==> src/rtl/text_mode_scanout.sv <==
`default_nettype none
// ============================================================================
// Module   : text_mode_scanout
// Purpose  : VGA text-mode scan-out with a text RAM fetch, a font ROM lookup,
//            a blinking block cursor, inverse video and a frame-start strobe.
// Revision : 1.0 - initial release
// ============================================================================
module text_mode_scanout #(
    parameter int H_ACTIVE     = 640,
    parameter int H_FP         = 16,
    parameter int H_SYNC       = 96,
    parameter int H_BP         = 48,
    parameter int V_ACTIVE     = 480,
    parameter int V_FP         = 10,
    parameter int V_SYNC       = 2,
    parameter int V_BP         = 33,
    parameter int GLYPH_W      = 8,
    parameter int GLYPH_H      = 16,
    parameter int ADDR_W       = 11,
    parameter int SYNC_POL     = 0,
    parameter int BLINK_FRAMES = 30
) (
    input  logic                       i_clk_vga,
    input  logic                       i_reset,
    input  logic                       i_enable,
    input  logic                       i_invert,
    input  logic                       i_cursor_en,
    input  logic [ADDR_W-1:0]          i_cursor_addr,
    output logic                       o_text_re,
    output logic [ADDR_W-1:0]          o_text_addr,
    input  logic [7:0]                 i_text_data,
    output logic [7:0]                 o_glyph_code,
    output logic [$clog2(GLYPH_H)-1:0] o_glyph_row,
    input  logic [GLYPH_W-1:0]         i_glyph_bits,
    output logic                       o_pixel,
    output logic                       o_hsync,
    output logic                       o_vsync,
    output logic                       o_frame_start
);

    localparam int   c_H_TOTAL  = H_ACTIVE + H_FP + H_SYNC + H_BP;
    localparam int   c_V_TOTAL  = V_ACTIVE + V_FP + V_SYNC + V_BP;
    localparam int   c_COLS     = H_ACTIVE / GLYPH_W;
    localparam int   c_ROWS     = V_ACTIVE / GLYPH_H;
    localparam int   c_CELLS    = c_COLS * c_ROWS;
    localparam int   c_HW       = $clog2(c_H_TOTAL);
    localparam int   c_VW       = $clog2(c_V_TOTAL);
    localparam int   c_GW_LOG   = $clog2(GLYPH_W);
    localparam int   c_GH_LOG   = $clog2(GLYPH_H);
    localparam int   c_BW       = $clog2(BLINK_FRAMES + 1);
    localparam logic c_SYNC_ACT = (SYNC_POL != 0);

    logic [c_HW-1:0]     r_h_cnt;
    logic [c_VW-1:0]     r_v_cnt;
    logic                r_started;
    logic [ADDR_W-1:0]   r_line_base;
    logic                r_enable_l;
    logic                r_invert_l;
    logic                r_cursor_en_l;
    logic [ADDR_W-1:0]   r_cursor_addr_l;
    logic [c_BW-1:0]     r_blink_cnt;
    logic                r_phase;
    logic                r_re_d1;
    logic                r_re_d2;
    logic                r_hit_d1;
    logic                r_hit_d2;
    logic [c_GH_LOG-1:0] r_row_d1;
    logic [GLYPH_W-1:0]  r_shift;
    logic                r_cell_hit;
    logic [2:0]          r_vis_d;
    logic [2:0]          r_hs_d;
    logic [2:0]          r_vs_d;

    logic                w_h_last;
    logic                w_v_last;
    logic                w_active_line;
    logic                w_active;
    logic                w_hs;
    logic                w_vs;
    logic                w_enable;
    logic                w_cursor_en;
    logic [ADDR_W-1:0]   w_cursor_addr;
    logic [ADDR_W-1:0]   w_text_addr;
    logic                w_fetch;
    logic                w_hit;

    assign w_h_last      = (r_h_cnt == c_HW'(c_H_TOTAL - 1));
    assign w_v_last      = (r_v_cnt == c_VW'(c_V_TOTAL - 1));
    assign w_active_line = (int'(r_v_cnt) < V_ACTIVE);
    assign w_active      = (int'(r_h_cnt) < H_ACTIVE) && w_active_line;
    assign w_hs = ((int'(r_h_cnt) >= H_ACTIVE + H_FP) && (int'(r_h_cnt) < H_ACTIVE + H_FP + H_SYNC))
                  ? c_SYNC_ACT : ~c_SYNC_ACT;
    assign w_vs = ((int'(r_v_cnt) >= V_ACTIVE + V_FP) && (int'(r_v_cnt) < V_ACTIVE + V_FP + V_SYNC))
                  ? c_SYNC_ACT : ~c_SYNC_ACT;

    // r_started holds the counters for one cycle after reset so frame 0 gets its own pulse.
    assign o_frame_start = r_started && (r_h_cnt == '0) && (r_v_cnt == '0);

    // The cell at the frame origin is fetched in the latching cycle, so use the live inputs there.
    assign w_enable      = o_frame_start ? i_enable      : r_enable_l;
    assign w_cursor_en   = o_frame_start ? i_cursor_en   : r_cursor_en_l;
    assign w_cursor_addr = o_frame_start ? i_cursor_addr : r_cursor_addr_l;

    assign w_text_addr = r_line_base + ADDR_W'(r_h_cnt >> c_GW_LOG);
    assign w_fetch     = w_active && w_enable && (r_h_cnt[c_GW_LOG-1:0] == '0);
    assign w_hit       = w_cursor_en && (w_text_addr == w_cursor_addr) && (int'(w_cursor_addr) < c_CELLS);

    assign o_text_re   = w_fetch;
    assign o_text_addr = w_text_addr;
    assign o_pixel     = r_vis_d[2] & (r_shift[GLYPH_W-1] ^ (r_cell_hit & r_phase) ^ r_invert_l);
    assign o_hsync     = r_hs_d[2];
    assign o_vsync     = r_vs_d[2];

    always_ff @(posedge i_clk_vga or posedge i_reset) begin
        if (i_reset) begin
            r_h_cnt         <= '0;
            r_v_cnt         <= '0;
            r_started       <= 1'b0;
            r_line_base     <= '0;
            r_enable_l      <= 1'b0;
            r_invert_l      <= 1'b0;
            r_cursor_en_l   <= 1'b0;
            r_cursor_addr_l <= '0;
            r_blink_cnt     <= '0;
            r_phase         <= 1'b1;
        end else begin
            r_started <= 1'b1;
            if (r_started) begin
                if (w_h_last) begin
                    r_h_cnt <= '0;
                    r_v_cnt <= w_v_last ? '0 : r_v_cnt + c_VW'(1);
                    if (int'(r_v_cnt) == V_ACTIVE - 1) begin
                        r_line_base <= '0;
                    end else if (w_active_line && (r_v_cnt[c_GH_LOG-1:0] == '1)) begin
                        r_line_base <= r_line_base + ADDR_W'(c_COLS);
                    end
                end else begin
                    r_h_cnt <= r_h_cnt + c_HW'(1);
                end
            end
            if (o_frame_start) begin
                r_enable_l      <= i_enable;
                r_invert_l      <= i_invert;
                r_cursor_en_l   <= i_cursor_en;
                r_cursor_addr_l <= i_cursor_addr;
                // The toggling pulse is also the first frame of the new half-period.
                if (r_blink_cnt == c_BW'(BLINK_FRAMES)) begin
                    r_blink_cnt <= c_BW'(1);
                    r_phase     <= ~r_phase;
                end else begin
                    r_blink_cnt <= r_blink_cnt + c_BW'(1);
                end
            end
        end
    end

    always_ff @(posedge i_clk_vga or posedge i_reset) begin
        if (i_reset) begin
            r_re_d1      <= 1'b0;
            r_re_d2      <= 1'b0;
            r_hit_d1     <= 1'b0;
            r_hit_d2     <= 1'b0;
            r_row_d1     <= '0;
            o_glyph_code <= '0;
            o_glyph_row  <= '0;
            r_shift      <= '0;
            r_cell_hit   <= 1'b0;
            r_vis_d      <= '0;
            r_hs_d       <= {3{~c_SYNC_ACT}};
            r_vs_d       <= {3{~c_SYNC_ACT}};
        end else begin
            r_re_d1  <= w_fetch;
            r_re_d2  <= r_re_d1;
            r_hit_d1 <= w_hit;
            r_hit_d2 <= r_hit_d1;
            r_row_d1 <= r_v_cnt[c_GH_LOG-1:0];
            if (r_re_d1) begin
                o_glyph_code <= i_text_data;
                o_glyph_row  <= r_row_d1;
            end
            if (r_re_d2) begin
                r_shift    <= i_glyph_bits;
                r_cell_hit <= r_hit_d2;
            end else begin
                r_shift <= {r_shift[GLYPH_W-2:0], 1'b0};
            end
            r_vis_d <= {r_vis_d[1:0], w_active && w_enable};
            r_hs_d  <= {r_hs_d[1:0], w_hs};
            r_vs_d  <= {r_vs_d[1:0], w_vs};
        end
    end

endmodule
`default_nettype wire

==> config.mk <==
export PLATFORM = sky130hd
export DESIGN_NAME = text_mode_scanout
export DESIGN_NICKNAME = d
export VERILOG_FILES = /design/src/rtl/text_mode_scanout.sv
export SDC_FILE = /design/constraint.sdc
export NUM_CORES = 1
export LEC_CHECK = 0
export ABC_AREA = 1
export CAP_MARGIN = 20
export CORE_MARGIN = 2
export CORE_UTILIZATION = 50
export DETAILED_ROUTE_END_ITERATION = 10
export HOLD_SLACK_MARGIN = 0.03
export PLACE_DENSITY = 0.86
export SYNTH_ARGS = -nofsm -noshare
export SYNTH_HDL_FRONTEND = slang
export SYNTH_SLANG_ARGS = --single-unit
==> constraint.sdc <==
create_clock -name i_clk_vga -period 5.2 [get_ports i_clk_vga]
set_clock_uncertainty 0.1 [all_clocks]
set_input_delay 0.78 -clock i_clk_vga [delete_from_list [all_inputs] [get_ports i_clk_vga]]
set_output_delay 0.78 -clock i_clk_vga [all_outputs]
set_load 0.05 [all_outputs]
Yosys cells after proc, flatten, opt, wreduce, memory -nomap -nowiden. Cells that the tools add are included.

Input bits: 32. Word-level logic and storage cells: 71. Flip-flop bits (word level): 90.

Bitwise operators: 5. Multiplexer cells: 11. Equal/unequal tests: 6. $lt $le $gt $ge: 6. $add $sub $neg: 5. Reductions and logical operators: 16.

Operators by type and width (count): $mux W11 (3); $eq A10 B10 Y1 const B (3); $add A10 B1 Y10 const B (2); $logic_not A10 Y1 (2); $lt A10 B10 Y1 const B (2); $lt A10 B9 Y1 const B (2); $mux W10 (2); $add A11 B7 Y11 (1); $add A11 B7 Y11 const B (1); $eq A11 B11 Y1 (1); $ge A10 B10 Y1 const B (1); $ge A10 B9 Y1 const B (1); $logic_and A1 B1 Y1 (9); $mux W8 (1); $add A5 B1 Y5 const B (1); $eq A5 B5 Y1 const B (1); $mux W5 (1); $eq A4 B4 Y1 const B (1); $mux W1 (4); $reduce_and A2 Y1 (2); $logic_not A3 Y1 (1); $reduce_and A3 Y1 (1); $and A1 B1 Y1 (2); $reduce_bool A2 Y1 (1); 2 further kinds (3).

Depth between registers and ports, before layout.
Word-level depth: 6. Mapped depth: 14. Mapped depth without buffers: 14.

Worst setup path before layout. Ideal clock, no wire load.

Path type: reg-to-output. Start point: register r_v_cnt[0]. End point: output port o_text_re. Path buffers: 1. Stages on the path, launching flop included: 12. Slack: 2241 ps. Arrival: 2079 ps. Cell sequence: dfrtp_1 inv_1 ha_1 nand2_1 nor2_1 nand3_4 buf_6 nand2_1 o21ai_0 inv_1 nand4_1 nor2_1.

Longest elaborated chain between the ends: 5. Elaborated cells on any way between the ends: 7.

Ends and longest elaborated chain: start: declaration (line 54) `logic [c_VW-1:0] r_v_cnt;`; start signal: assignment (line 131) `r_v_cnt <= w_v_last ? '0 : r_v_cnt + c_VW'(1);`; $logic_not A10 Y1 (line 97) `assign o_frame_start = r_started && (r_h_cnt == '0) && (r_v_cnt == '0);`; $logic_and A1 B1 Y1 (line 97); $mux W1; net w_enable (line 80) `logic w_enable;`; $logic_and A1 B1 Y1 (2 in series) (line 105) `assign w_fetch = w_active && w_enable && (r_h_cnt[c_GW_LOG-1:0] == '0);`; end: declaration (line 29) `output logic o_text_re,`.

The timed path passes the listed nets, and every way through them passes these cells.

Worst setup path in the final report.
Start point: register r_v_cnt[1]. End point: output port o_text_re.

The elaborated chain is that of the path after synthesis.

==> impl_metrics.env <==
export IMPL_die_x_um=95.85
export IMPL_io_pins=60
export IMPL_grt_antenna_before_repair=0
export IMPL_start_util_pct=51.33
export IMPL_overflow=0
export IMPL_yosys_warnings=0
export IMPL_stdcell_area_um2=5042
export IMPL_grt_pass1_wl_um=14750
export IMPL_ys_flop_type="dfrtp_1"
export IMPL_fin_cells=620
export IMPL_wire_per_inst_um=14.02
export IMPL_clock_latency_ns=0.36
export IMPL_post_cts_resized=0
export IMPL_grt_max_degree=55
export IMPL_synth_edf_count=0
export IMPL_cts_sinks=86
export IMPL_dp_hpwl_um=6416
export IMPL_critPathArrivalTime_ns=3.62
export IMPL_nNetsFinal=552
export IMPL_die_y_um=95.85
export IMPL_antenna_left=0
export IMPL_drcViolationCount=0
export IMPL_cts_buffers=9
export IMPL_max_stage_delay_ns=0.84
export IMPL_placed_cells=604
export IMPL_hp_class="reg -> reg"
export IMPL_ir_worst_vdd_uv=173.7
export IMPL_cp_num_buf_inv=3
export IMPL_fmax_ghz=0.2223
export IMPL_dr_pass1_iters=5
export IMPL_syn_area_um2=4218
export IMPL_slew_headroom_pct=40.24
export IMPL_synth_area_leaders="dfrtp_1 (47%), nand2_1 (7.6%), mux2_2 (5.3%)"
export IMPL_outcome="finished, final reports clean"
export IMPL_routed_wl_um=8694
export IMPL_global_route_usage_met3_pct=3.915
export IMPL_cap_violations=0
export IMPL_critPathSlowestCell="clkdlybuf4s50_1"
export IMPL_crit_chain="inv_1 -> ha_1 -> nand2_1 -> nor2_1 -> nand3_4 -> nand2_1 -> o21ai_0 -> inv_1 -> nand4_1 -> nor2_1 -> clkdlybuf4s50_1"
export IMPL_crit_family="simple AND/OR/NAND/NOR gates"
export IMPL_gp_congestion=0.8443
export IMPL_grt_met1_usage_pct=25.10
export IMPL_ys_seq_area_share_pct=51.23
export IMPL_cts_tree="done"
export IMPL_clockRootBuffer="clkbuf_8"
export IMPL_die_area_um2=9186
export IMPL_groute_layer_met2_usage_pct=35.84
export IMPL_synth_commonest_cells="nand2_1 (85), dfrtp_1 (79), inv_1 (58)"
export IMPL_required_ns=4.32
export IMPL_cts_setup_buffers=0
export IMPL_crit_type="reg -> out"
export IMPL_grt_busiest_layer="met2"
export IMPL_total_power_uw=2229
export IMPL_ys_types=39
export IMPL_ys_async_sr_fraction_pct=100.0
export IMPL_synthCells=455
export IMPL_core_um2=8217
export IMPL_yosysTopAreaCell="dfrtp_1"
export IMPL_worstMarginPinSlew_ns=0.8953
export IMPL_n_antenna_cell=0
export IMPL_fin_crit_sh_pct=86.52
export IMPL_drv_slew=0
export IMPL_clkTransAtPathRegs_ns=0.08
export IMPL_area_delta_synth_final_pct=19.55
export IMPL_drive_gt1_share_pct=15.92
export IMPL_worstSetupStartpointType="flop"
export IMPL_syn_nets=497
export IMPL_place_area_um2=4827
export IMPL_endpoint_kind="output pin"
export IMPL_critPathMaxFanout=23
export IMPL_synth_seq_cells=86
export IMPL_cts_max_level=3
export IMPL_grt_pass1_vias=3272
export IMPL_avgViaCountPerCell=5.156
export IMPL_synth_most_common_cell="nand2_1"
export IMPL_rsz0062_at_grt="false"
export IMPL_finalHoldViolCount=0
export IMPL_clockBufferDepth=2
export IMPL_p_leak_uw=0.002436
export IMPL_syn_avg_cell_area_um2=9.270
export IMPL_power_density_nw_per_um2=442.0
export IMPL_vias=3197
export IMPL_portBuffers=59
export IMPL_drtIter0Drc=151
export IMPL_synth_top_area_share_pct=46.87
export IMPL_finalSetupViolations=0
export IMPL_rows=33
export IMPL_finalSetupTns_ns=0
export IMPL_cts_hold_buf=0
export IMPL_grt_util_all_layers_pct=20.78
export IMPL_min_period_ns=4.499
[worst paths after layout]
path / from / endpoint / slack (ns) / depth (start not counted)
max: r_v_cnt[1] / o_text_re / 0.70 / 11
min reg2reg: r_vis_d[1] / r_vis_d[2] / 0.25 / 0
max in group asynchronous: i_reset / r_hs_d[0] / 3.22 / 3
min: r_vis_d[1] / r_vis_d[2] / 0.25 / 0
min in group asynchronous: i_reset / o_glyph_code[0] / 0.81 / 2
max reg2reg: r_v_cnt[1] / r_hit_d1 / 2.47 / 10
[registers in the layout (all words and copies together), names as in the netlist, 3 cells and up]
| register | flops |
|---|---|
| r_line_base | 7 |
| o_glyph_code | 8 |
| r_hs_d | 3 |
| r_cursor_addr_l | 11 |
| o_glyph_row | 4 |
| r_vs_d | 3 |
| r_v_cnt | 10 |
| r_shift | 8 |
| r_blink_cnt | 5 |
| r_row_d1 | 4 |
| r_vis_d | 3 |
| r_h_cnt | 10 |
[power by group]
group	internal (uW)	total [uW]	switching (uW)
clock	272	510	238
combinational	305	769	463
sequential	831	950	119
total	1410	2230	821
[metal layers]
layer,vias to the layer above,wire [um],share of wire [%]
met5,-,0,0
li1,1575,-,-
met1,1518,3634,42
met4,0,214,2.5
met2,82,4438,51
met3,22,407,4.7
[logic make-up (layout without fill, tap and decap cells)]
kind of cell	count (synthesis)	in the layout	share of synthesized area [%]
fa+ha+maj	10	10	2.966
flops	86	86	51.23
other cells	1	1	0.08891
buf+inv	78	138	8.395
simple gates	214	214	24.98
xor+xnor	12	12	2.492
mux	20	20	5.340
compound gates	34	34	4.509
[cell type report]
| cell class | count | area (um2) |
|---|---|---|
| fill | 664 | 3174 |
| clock buffer | 11 | 131.4 |
| tap | 105 | 131.4 |
| timing repair buffer | 60 | 598.1 |
| clock inverter | 5 | 83.83 |
| inverter | 62 | 234.0 |
| multi-input combinational | 291 | 1703 |
| sequential | 86 | 2161 |
[metrics by stage]
stage          utilization (%)  hold slack, ns  setup slack [ns]
6_report                 61.37          0.2535            0.7008
2_1_floorplan                -          0.2312             2.110
5_1_grt                  61.37          0.2642            0.4655
3_3_place_gp             58.75          0.2342             1.165
3_5_place_dp             58.75          0.2373             1.117
4_1_cts                  61.37          0.2555            0.7011
[placed cells by master, fill, tap and decap left out, types with 2 or more instances in the layout]
cell type / netlist / layout
bufinv_16: 0 / 2
xor2_1: 8 / 8
nor2_4: 5 / 5
clkbuf_1: 4 / 2
nor3_1: 14 / 14
inv_1: 58 / 57
or2_2: 2 / 2
dfrtp_1: 79 / 79
nand2_2: 18 / 18
nor2_1: 37 / 37
clkbuf_8: 0 / 9
xnor2_1: 4 / 4
o21ai_1: 3 / 3
nand3_1: 23 / 23
nor4_1: 2 / 2
clkinvlp_4: 0 / 2
mux2_2: 20 / 20
inv_2: 4 / 4
nand4_1: 15 / 15
clkdlybuf4s50_1: 0 / 59
nor3b_1: 4 / 4
o21ai_0: 15 / 15
dfstp_2: 7 / 7
ha_1: 10 / 10
nand2_1: 85 / 85
nor2_2: 5 / 5
a21oi_1: 9 / 9
[worst reg2reg max path, stage by stage, from the launching register on]
cell and delay [ns]:
dfrtp_1 0.40, inv_1 0.12, ha_1 0.21, nand2_1 0.07, nor2_1 0.65, nand3_4 0.39
o21ai_1 0.34, nor2_1 0.07, nor2_1 0.11, nand3_1 0.09, nor2_1 0.11
Note: power is estimated with default switching activity, not from simulation.
